File: src/rtl/fetch_ibus_ctrl_pkg.sv
// Shared types for the fetch-stage instruction-bus controller.
// Defines the ibus request/response structs and the fetch FSM states.
package fetch_ibus_ctrl_pkg;

   typedef struct packed {
      logic        valid;
      logic [31:0] addr;
   } ibus_req_t;

   typedef struct packed {
      logic        addr_ok;
      logic        data_ok;
      logic [31:0] data;
   } ibus_resp_t;

   typedef enum logic [1:0] {
      IDLE = 2'd0,
      REQ  = 2'd1,
      WAIT = 2'd2,
      HOLD = 2'd3
   } fetch_state_t;

   localparam logic [31:0] DEFAULT_NOP = 32'h0000_0000;

endpackage

File: src/rtl/fetch_ibus_ctrl_if.sv
// Instruction-bus bundle between the fetch controller (master) and memory (slave).
interface fetch_ibus_ctrl_if;
   import fetch_ibus_ctrl_pkg::*;

   ibus_req_t  ireq;
   ibus_resp_t iresp;

   modport master (output ireq, input iresp);
   modport slave  (input ireq, output iresp);

endinterface

File: src/rtl/fetch_ibus_ctrl.sv
// Fetch-stage ibus controller: one outstanding read, hands {pc, instr, adel} to decode,
// stalls the PC register until its slot is delivered, and discards fetches orphaned by flush.
module fetch_ibus_ctrl
   import fetch_ibus_ctrl_pkg::*;
#(
   parameter logic [31:0] NOP_INSTR   = DEFAULT_NOP,
   parameter bit          CHECK_ALIGN = 1'b1
) (
   input  logic               clk,
   input  logic               reset,
   input  logic [31:0]        f_pc,
   input  logic               f_vreq,
   input  logic               flush,
   input  logic               d_stall,
   fetch_ibus_ctrl_if.master  bus,
   output logic               f_stall,
   output logic               d_valid,
   output logic [31:0]        d_pc,
   output logic [31:0]        d_instr,
   output logic               d_adel
);

   fetch_state_t state, state_next;
   logic         kill, kill_next;
   logic [31:0]  req_addr;
   logic [31:0]  hold_instr;
   logic         req_load, hold_load;
   logic         deliver, adel_deliver;
   logic [31:0]  deliver_data;
   logic         aligned;

   assign aligned = !CHECK_ALIGN || (f_pc[1:0] == 2'b00);

   always_comb begin
      state_next   = state;
      kill_next    = kill;
      req_load     = 1'b0;
      hold_load    = 1'b0;
      deliver      = 1'b0;
      adel_deliver = 1'b0;
      bus.ireq     = '0;
      deliver_data = (state == HOLD) ? hold_instr : bus.iresp.data;
      unique case (state)
         IDLE: begin
            bus.ireq.addr = f_pc;
            if (f_vreq && !flush && !kill) begin
               if (aligned) begin
                  bus.ireq.valid = 1'b1;
                  req_load       = 1'b1;
                  state_next     = bus.iresp.addr_ok ? WAIT : REQ;
               end else if (!d_stall) begin
                  adel_deliver = 1'b1;
               end
            end
         end
         // A posted request is never retracted; a flush only marks its data as orphaned.
         REQ: begin
            bus.ireq.valid = 1'b1;
            bus.ireq.addr  = req_addr;
            if (flush) kill_next = 1'b1;
            if (bus.iresp.addr_ok) state_next = WAIT;
         end
         WAIT: begin
            if (bus.iresp.data_ok) begin
               if (kill || flush) begin
                  kill_next  = 1'b0;
                  state_next = IDLE;
               end else if (!d_stall) begin
                  deliver    = 1'b1;
                  state_next = IDLE;
               end else begin
                  hold_load  = 1'b1;
                  state_next = HOLD;
               end
            end else if (flush) begin
               kill_next = 1'b1;
            end
         end
         HOLD: begin
            if (flush) begin
               state_next = IDLE;
            end else if (!d_stall) begin
               deliver    = 1'b1;
               state_next = IDLE;
            end
         end
         default: state_next = IDLE;
      endcase
   end

   assign f_stall = f_vreq && !flush && !deliver && !adel_deliver;

   always_ff @(posedge clk) begin
      if (reset) begin
         state      <= IDLE;
         kill       <= 1'b0;
         req_addr   <= '0;
         hold_instr <= '0;
      end else begin
         state <= state_next;
         kill  <= kill_next;
         if (req_load)  req_addr   <= f_pc;
         if (hold_load) hold_instr <= bus.iresp.data;
      end
   end

   // Flush beats d_stall so a squashed slot never lingers in decode.
   always_ff @(posedge clk) begin
      if (reset) begin
         d_valid <= 1'b0;
         d_pc    <= '0;
         d_instr <= NOP_INSTR;
         d_adel  <= 1'b0;
      end else if (flush) begin
         d_valid <= 1'b0;
         d_instr <= NOP_INSTR;
      end else if (!d_stall) begin
         d_valid <= deliver || adel_deliver;
         if (deliver) begin
            d_pc    <= req_addr;
            d_instr <= deliver_data;
            d_adel  <= 1'b0;
         end else if (adel_deliver) begin
            d_pc    <= f_pc;
            d_instr <= NOP_INSTR;
            d_adel  <= 1'b1;
         end
      end
   end

endmodule

File: src/flat_wrapper.sv
// flat-port wrapper written by rule: the top's interface ports become plain ports
module fetch_ibus_ctrl_flat import fetch_ibus_ctrl_pkg::*;
#(
   parameter logic [31:0] NOP_INSTR   = DEFAULT_NOP,
   parameter bit          CHECK_ALIGN = 1'b1
)
  (clk, reset, f_pc, f_vreq, flush, d_stall, f_stall, d_valid, d_pc, d_instr, d_adel, bus_ireq, bus_iresp);
  fetch_ibus_ctrl_if bus_i ();
  input  logic clk;
  input  logic reset;
  input  logic [31:0] f_pc;
  input  logic f_vreq;
  input  logic flush;
  input  logic d_stall;
  output logic f_stall;
  output logic d_valid;
  output logic [31:0] d_pc;
  output logic [31:0] d_instr;
  output logic d_adel;
  output wire logic [$bits(bus_i.ireq)-1:0] bus_ireq;
  input wire logic [$bits(bus_i.iresp)-1:0] bus_iresp;
  assign bus_ireq = bus_i.ireq;
  assign bus_i.iresp = bus_iresp;
  fetch_ibus_ctrl #(.NOP_INSTR(NOP_INSTR), .CHECK_ALIGN(CHECK_ALIGN)) u_core (.clk(clk), .reset(reset), .f_pc(f_pc), .f_vreq(f_vreq), .flush(flush), .d_stall(d_stall), .bus(bus_i), .f_stall(f_stall), .d_valid(d_valid), .d_pc(d_pc), .d_instr(d_instr), .d_adel(d_adel));
endmodule
File: config.mk
export PLATFORM = sky130hd
export DESIGN_NAME = fetch_ibus_ctrl_flat
export DESIGN_NICKNAME = d
export VERILOG_FILES = /design/src/rtl/fetch_ibus_ctrl_pkg.sv /design/src/rtl/fetch_ibus_ctrl_if.sv /design/src/rtl/fetch_ibus_ctrl.sv /design/src/flat_wrapper.sv
export SDC_FILE = /design/constraint.sdc
export NUM_CORES = 1
export LEC_CHECK = 0
export ABC_CLOCK_PERIOD_IN_PS = 2200
export CAP_MARGIN = 0
export CELL_PAD_IN_SITES_DETAIL_PLACEMENT = 1
export CELL_PAD_IN_SITES_GLOBAL_PLACEMENT = 1
export CORE_MARGIN = 4
export CORE_UTILIZATION = 35
export CTS_BUF_LIST = sky130_fd_sc_hd__clkbuf_16
export DETAILED_ROUTE_END_ITERATION = 7
export PLACE_DENSITY_LB_ADDON = 0.25
export SLEW_MARGIN = 20
export SYNTH_ARGS = -nofsm -noshare
export SYNTH_HDL_FRONTEND = slang
export SYNTH_SLANG_ARGS = --single-unit
File: constraint.sdc
create_clock -name clk -period 2.2 [get_ports clk]
set_input_delay 0.44 -clock clk [delete_from_list [all_inputs] [get_ports clk]]
set_output_delay 0.44 -clock clk [all_outputs]
set_load 0.03 [all_outputs]
==> run metrics, run 1 <==
status finished clean; IO Port Bufs 170; Cell Pwr Density 1035 nW/um2; skew final between 0.007 and 0.008 ns; synth top area cells dfxtp_1 (45%), nand2_1 (10%), a311oi_2 (7.4%), a21oi_1 (5.7%), mux2i_1 (5.4%); Lkg Pwr 0.003081 uW; Routed Wire Length around 20 mm; Post-Synthesis Cells 649; hold buffers post-CTS 0; H-tree depth 4; synth unique cells 37; first-pass GRT wire length around 31 mm; Max Freq 459.4 MHz; Die ar. 18950 um2; total CTS buffers 17; worst-path maximum fanout 4; n_diodes 0; vias in the first global route 6063; post-synth top area share 45.25%; clk buf depth 2; wire per inst 19.27 um; antenna-violating nets left 0; fin cells 1044; fin crit share about 100%; commonest non-fill, non-tap cell in the layout nand2_1; grt total ovfl 0; area leader, netlist dfxtp_1; type of the worst setup path flip-flop to output port; Seq. cell area 2668 um2; io pins 171; Synth-to-Final Area Change 45.44%; final non-filler cell area 8558 um2; hold slack about 0.33 ns; Worst Path Required 1.76 ns; #FFs+latches synth 133; Final Setup Violations 0; fillers 1806; DR iter-0 viols around 250; Layout Nets 887; commonest cells after routing, fill and taps aside nand2_1 (162), clkdlybuf4s50_1 (135), dfxtp_1 (131); post-synth net total 724; Die H 137.7 um; drt first pass iters 4; starting density of the core 35.61%; layout cells sized above 1 21.60%; Placed Cells 1008; Clk pin slew, worst setup/hold paths 0.06 ns; Post-Syn Area 5884 um2; slew at the pin closest to its max-slew limit roughly 0.7 ns; detailed-route vias per instance 5.339; CP startpoint kind flip-flop; Async S/R FF share, synth 0%; CTS tree yes; Worst Path Arrival 1.74 ns; Slew headroom a little over half; met1 GRT Util 25.30%; Tightest Hold Check Type input port to flip-flop; CTS Sinks 133; crit end category output port; M2 GR Usage 37.34%; reg-to-reg slack, setup 0.30 ns; largest net degree at the start of global routing 54; final hold vios 0; met3 Resource Use GR 5.880%; # rows 47; number of enable flip-flop cells after synthesis 0; sequential area share after synthesis 45.25%; DRC Markers 0; min Tclk post-route about 2.2 ns; worst skew pair latency between 0.4 and 0.5 ns; max-cap violation count 0; dpl hpwl 13.26 mm; GRT busiest layer met2; initial antenna violation count 0; RSZ-0062 raised after global routing yes; Peak supply drop about 590 uV; Total GRT Usage 21.37%; multi-input logic area 2960 um2; max-slew violation count 0; core region area 16520 um2; via count ~5.6k; Root Buffer clkbuf_16; Syn Area/Cell about 9.1 um2; Die Width 137.7 um; placed cell area 7800 um2; ys flop type dfxtp_1; Yosys warning count 0; routability cong. 0.8027
-- routing by layer --
layer / vias up / wire, um
li1: 2603 / -
met1: 2806 / 8339
met2: 148 / 10240
met3: 17 / 1254
met4: 0 / 280
met5: - / 0
-- Yosys cell counts (all sizes together) (2+ instances only) --
master   number
nand2       191
dfxtp       133
a21oi        68
nor2         36
buf          35
a311oi       34
a22o         32
mux2i        32
o2bb2ai      32
clkbuf       22
inv           7
ha            4
nand2b        3
a211o         2
and3          2
nand4bb       2
nor3          2
or2           2
or3           2
-- repair_timing --
| item | CTS | global route |
|---|---|---|
| resized for setup | 11 | 10 |
| hold endpoints to repair | 0 | 0 |
| gates cloned | 0 | 2 |
| pin swaps | 3 | 2 |
| setup buffers | 3 | 1 |
| endpoints found under the setup margin | 34 | 32 |
-- sequential cells by signal (all words and copies together), names as in the netlist --
register           cells
u_core.state           2
u_core.d_instr        32
u_core.kill            1
u_core.hold_instr     32
u_core.d_valid         1
u_core.d_adel          1
u_core.req_addr       32
u_core.d_pc           32
-- through the flow --
| stage | utilization, % | worst slack (ns) | setup TNS (ns) | total power [uW] |
|---|---|---|---|---|
| global placement | 47.20 | 0.01302 | 0 | 5640 |
| detailed placement | 47.20 | -0.006478 | -0.01209 | 5697 |
| CTS | 51.19 | 0.006690 | 0 | 8730 |
| global route | 51.79 | -0.05245 | -0.06731 | 9230 |
| finish | 51.79 | 0.02312 | 0 | 8856 |
| floorplan | - | 0.2316 | 0 | 4479 |
-- layout make-up --
cell class	instances	area share (%)
inverters	7	0.3655
well taps	220	3.216
multi-input cells	452	34.59
clock buffers	17	4.971
repair buffers	201	23.63
flip-flops and latches	133	31.17
clock inverters	14	2.061
-- report_power, final --
group          total (uW)  internal (uW)  switching [uW]
clock                2920           1790            1130
combinational        3220           1370            1850
sequential           2720           2580             138
total                8860           5730            3120
-- path summary, 6_finish.rpt --
path | start | to | cells after the start
max | u_core.state[0]$_SDFFE_PP0P_ | f_stall | 6
min | reset | u_core.d_pc[12]$_SDFFE_PP0P_ | 2
max reg2reg | u_core.state[0]$_SDFFE_PP0P_ | u_core.d_pc[4]$_SDFFE_PP0P_ | 8
min reg2reg | u_core.hold_instr[15]$_SDFFE_PP0P_ | u_core.hold_instr[15]$_SDFFE_PP0P_ | 2
-- critical path, stage by stage, from the launching register on --
cell and delay (ns):
dfxtp_4 0.38, inv_4 0.04, ha_1 0.24, nand3b_1 0.14
o211ai_2 0.15, a21oi_2 0.17, buf_4 0.19
-- cell families after synthesis --
group	synth area share [%]
DFF	45.25
muxes	5.443
AOI/OAI and AO/OA	24.79
adders and majority gates	0.8506
buffers and inverters	5.486
and+or+nand+nor	18.18
Note: power is estimated with default switching activity, not from simulation.
==> inputs of run 2 (changes only) <==
Settings changed: CTS_CLUSTER_DIAMETER set to 60, SETUP_SLACK_MARGIN set to 0.05.
==> run 2 against run 1 <==
Global-route usage is 0.11 points higher. Die area stayed put. Critical endpoint is now bus_ireq[32]. Design area is 1.9% higher. Critical path depth is 1 lower. Flip-flop and latch count stayed put. Largest power group unchanged. Final cell count is 0.19% higher. Core utilization is 0.97 points higher. Combinational power is 8.1% higher. Power is 2.9% higher. Critical path type is now input port to output port.
==> run metrics, run 2 (synthesis gave the netlist of run 1 again) <==
commonest non-fill, non-tap cell in the layout nand2_1; Lkg Pwr 0.003129 uW (+1.6%); Layout Nets 889 (+0.23%); Worst Path Arrival 1.73 ns (about the same); Die H 137.7 um (unchanged); Placed Cells 1008 (unchanged); skew final 0.01133 ns (+0.003777 ns); grt total ovfl 0 (unchanged); Die ar. 18950 um2 (unchanged); wire per inst 19.51 um (+1.3%); hold worst-path end u_core.d_pc[12]$_SDFFE_PP0P_; Die Width 137.7 um (unchanged); hold slack 0.3254 ns (-0.006072 ns); post-layout util 52.76% (+0.97 points); drt first pass iters 4 (unchanged); io pins 171 (unchanged); final worst slack 0.03443 ns (+0.01131 ns); Place WS -0.006478 ns (unchanged); core region area 16520 um2 (unchanged); total CTS buffers 17 (unchanged); crit end category output port; Cell Pwr Density 1045 nW/um2 (+1.0%); status finished clean; initial antenna violation count 0 (unchanged); CTS tree yes; layout cells sized above 1 22.03% (+0.43 points); worst skew pair latency 0.43 ns (about the same); final hold vios 0 (unchanged); # rows 47 (unchanged); delay of the slowest critical-path stage 0.43 ns (+0.05 ns); Max Freq 461.8 MHz (+0.52%); antenna-violating nets left 0 (unchanged); commonest cells after routing, fill and taps aside nand2_1 (162), clkdlybuf4s50_1 (135), dfxtp_1 (131); clk buf depth 2 (unchanged); Largest delay share family, worst path simple AND/OR/NAND/NOR gates; type of the worst setup path input port to output port; Slew headroom 54.18% (+0.53 points); Peak supply drop 588.2 uV (+0.35%); CTS Sinks 133 (unchanged); Tightest Hold Check Type input port to flip-flop; Routed Wire Length 20.41 mm (+1.5%); RSZ-0062 raised after global routing yes; Hold Path Stages 2 (unchanged); reg2reg start u_core.state[1]$_SDFFE_PP0P_; detailed-route vias per instance 5.349 (+0.18%); Total GRT Usage 21.48% (+0.11 points); min Tclk post-route 2.166 ns (-0.01131 ns); first-pass GRT wire length 31.57 mm (+0.53%); reg-to-reg slack, setup 0.26 ns (-0.04 ns); Worst Path Required 1.76 ns (about the same); DR iter-0 viols 279 (+13%); worst-path maximum fanout 3 (-1); max-slew violation count 0 (unchanged); routability cong. 0.8027 (unchanged); CP startpoint kind input port; IO Port Bufs 170 (unchanged); H-tree depth 4 (unchanged); fin crit share 98.43% (-0.51 points); dpl hpwl 13.26 mm (unchanged); via count 5595 (+0.38%); DRC Markers 0 (unchanged); CP Cell Sequence clkdlybuf4s50_1, nand4bb_4, or3_4, nand2b_4, buf_6; fin cells 1046 (+0.19%); hold buffers post-CTS 0 (unchanged); reg2reg end u_core.d_instr[23]$_SDFFE_PP0P_; starting density of the core 35.61% (unchanged); vias in the first global route 6099 (+0.59%); max-cap violation count 0 (unchanged); n_diodes 0 (unchanged); fillers 1800 (-0.33%); slew at the pin closest to its max-slew limit 0.6873 ns (-0.007952 ns); CP Buf/Inv Count 2 (unchanged); HP Start reset; Root Buffer clkbuf_16; largest net degree at the start of global routing 54 (unchanged); Clk pin slew, worst setup/hold paths 0.06 ns (about the same); Final Setup Violations 0 (unchanged); Synth-to-Final Area Change 48.16%; R2R cell count 6 (-2); slowest stage cell, crit path clkdlybuf4s50_1
-- run 2: what timing repair did --
| action | CTS | global route |
|---|---|---|
| gates resized for setup | 18 | 38 |
| endpoints found under the setup margin | 34 | 34 |
| pin swaps | 3 | 14 |
| cloned | 0 | 2 |
| setup buffers | 4 | 1 |
-- run 2: where the power goes --
group          switching, uW  internal, uW
logic                   1930          1540
clock network           1130          1790
registers                137          2580
total                   3200          5910
-- run 2: layout make-up --
| type | instances | area, um2 | area share (%) |
|---|---|---|---|
| timing repair buffer | 203 | 2157 | 24.74 |
| tap | 220 | 275.3 | 3.157 |
| inverter | 7 | 31.28 | 0.3588 |
| clock buffer | 17 | 425.4 | 4.879 |
| sequential | 133 | 2668 | 30.60 |
| clock inverter | 14 | 176.4 | 2.024 |
| multi-input combinational | 452 | 2985 | 34.24 |
-- run 2: worst max path at each step --
stage                            startpoint                           to  slack [ns]  cells past startpoint
4_1_cts        u_core.state[0]$_SDFFE_PP0P_                 bus_ireq[32]        0.02                      6
6_report                              flush                 bus_ireq[32]        0.03                      5
3_5_place_dp                        f_pc[0]  u_core.d_pc[4]$_SDFFE_PP0P_      -0.006                      6
3_3_place_gp                          flush                 bus_ireq[32]        0.01                      5
5_1_grt        u_core.state[0]$_SDFFE_PP0P_                 bus_ireq[32]      -0.009                      6
2_1_floorplan  u_core.state[0]$_SDFFE_PP0P_                 bus_ireq[10]        0.23                      5
-- run 2: routing by layer --
layer / vias to the layer above / track usage, % / wire length (um)
li1: 2603 / - / -
met1: 2813 / 25.46 / 8733
met2: 156 / 37.45 / 10220
met3: 23 / 5.625 / 1137
met4: 0 / 7.428 / 320
met5: - / 0 / 0
-- run 2: metrics by stage --
step,TNS [ns],instance area (um2),total power [uW]
after floorplan,0,5884,4479
after global placement,0,7800,5640
after detailed placement,-0.01209,7800,5697
after CTS,0,8507,8778
after global routing,-0.009464,8718,9476
final,0,8718,9112
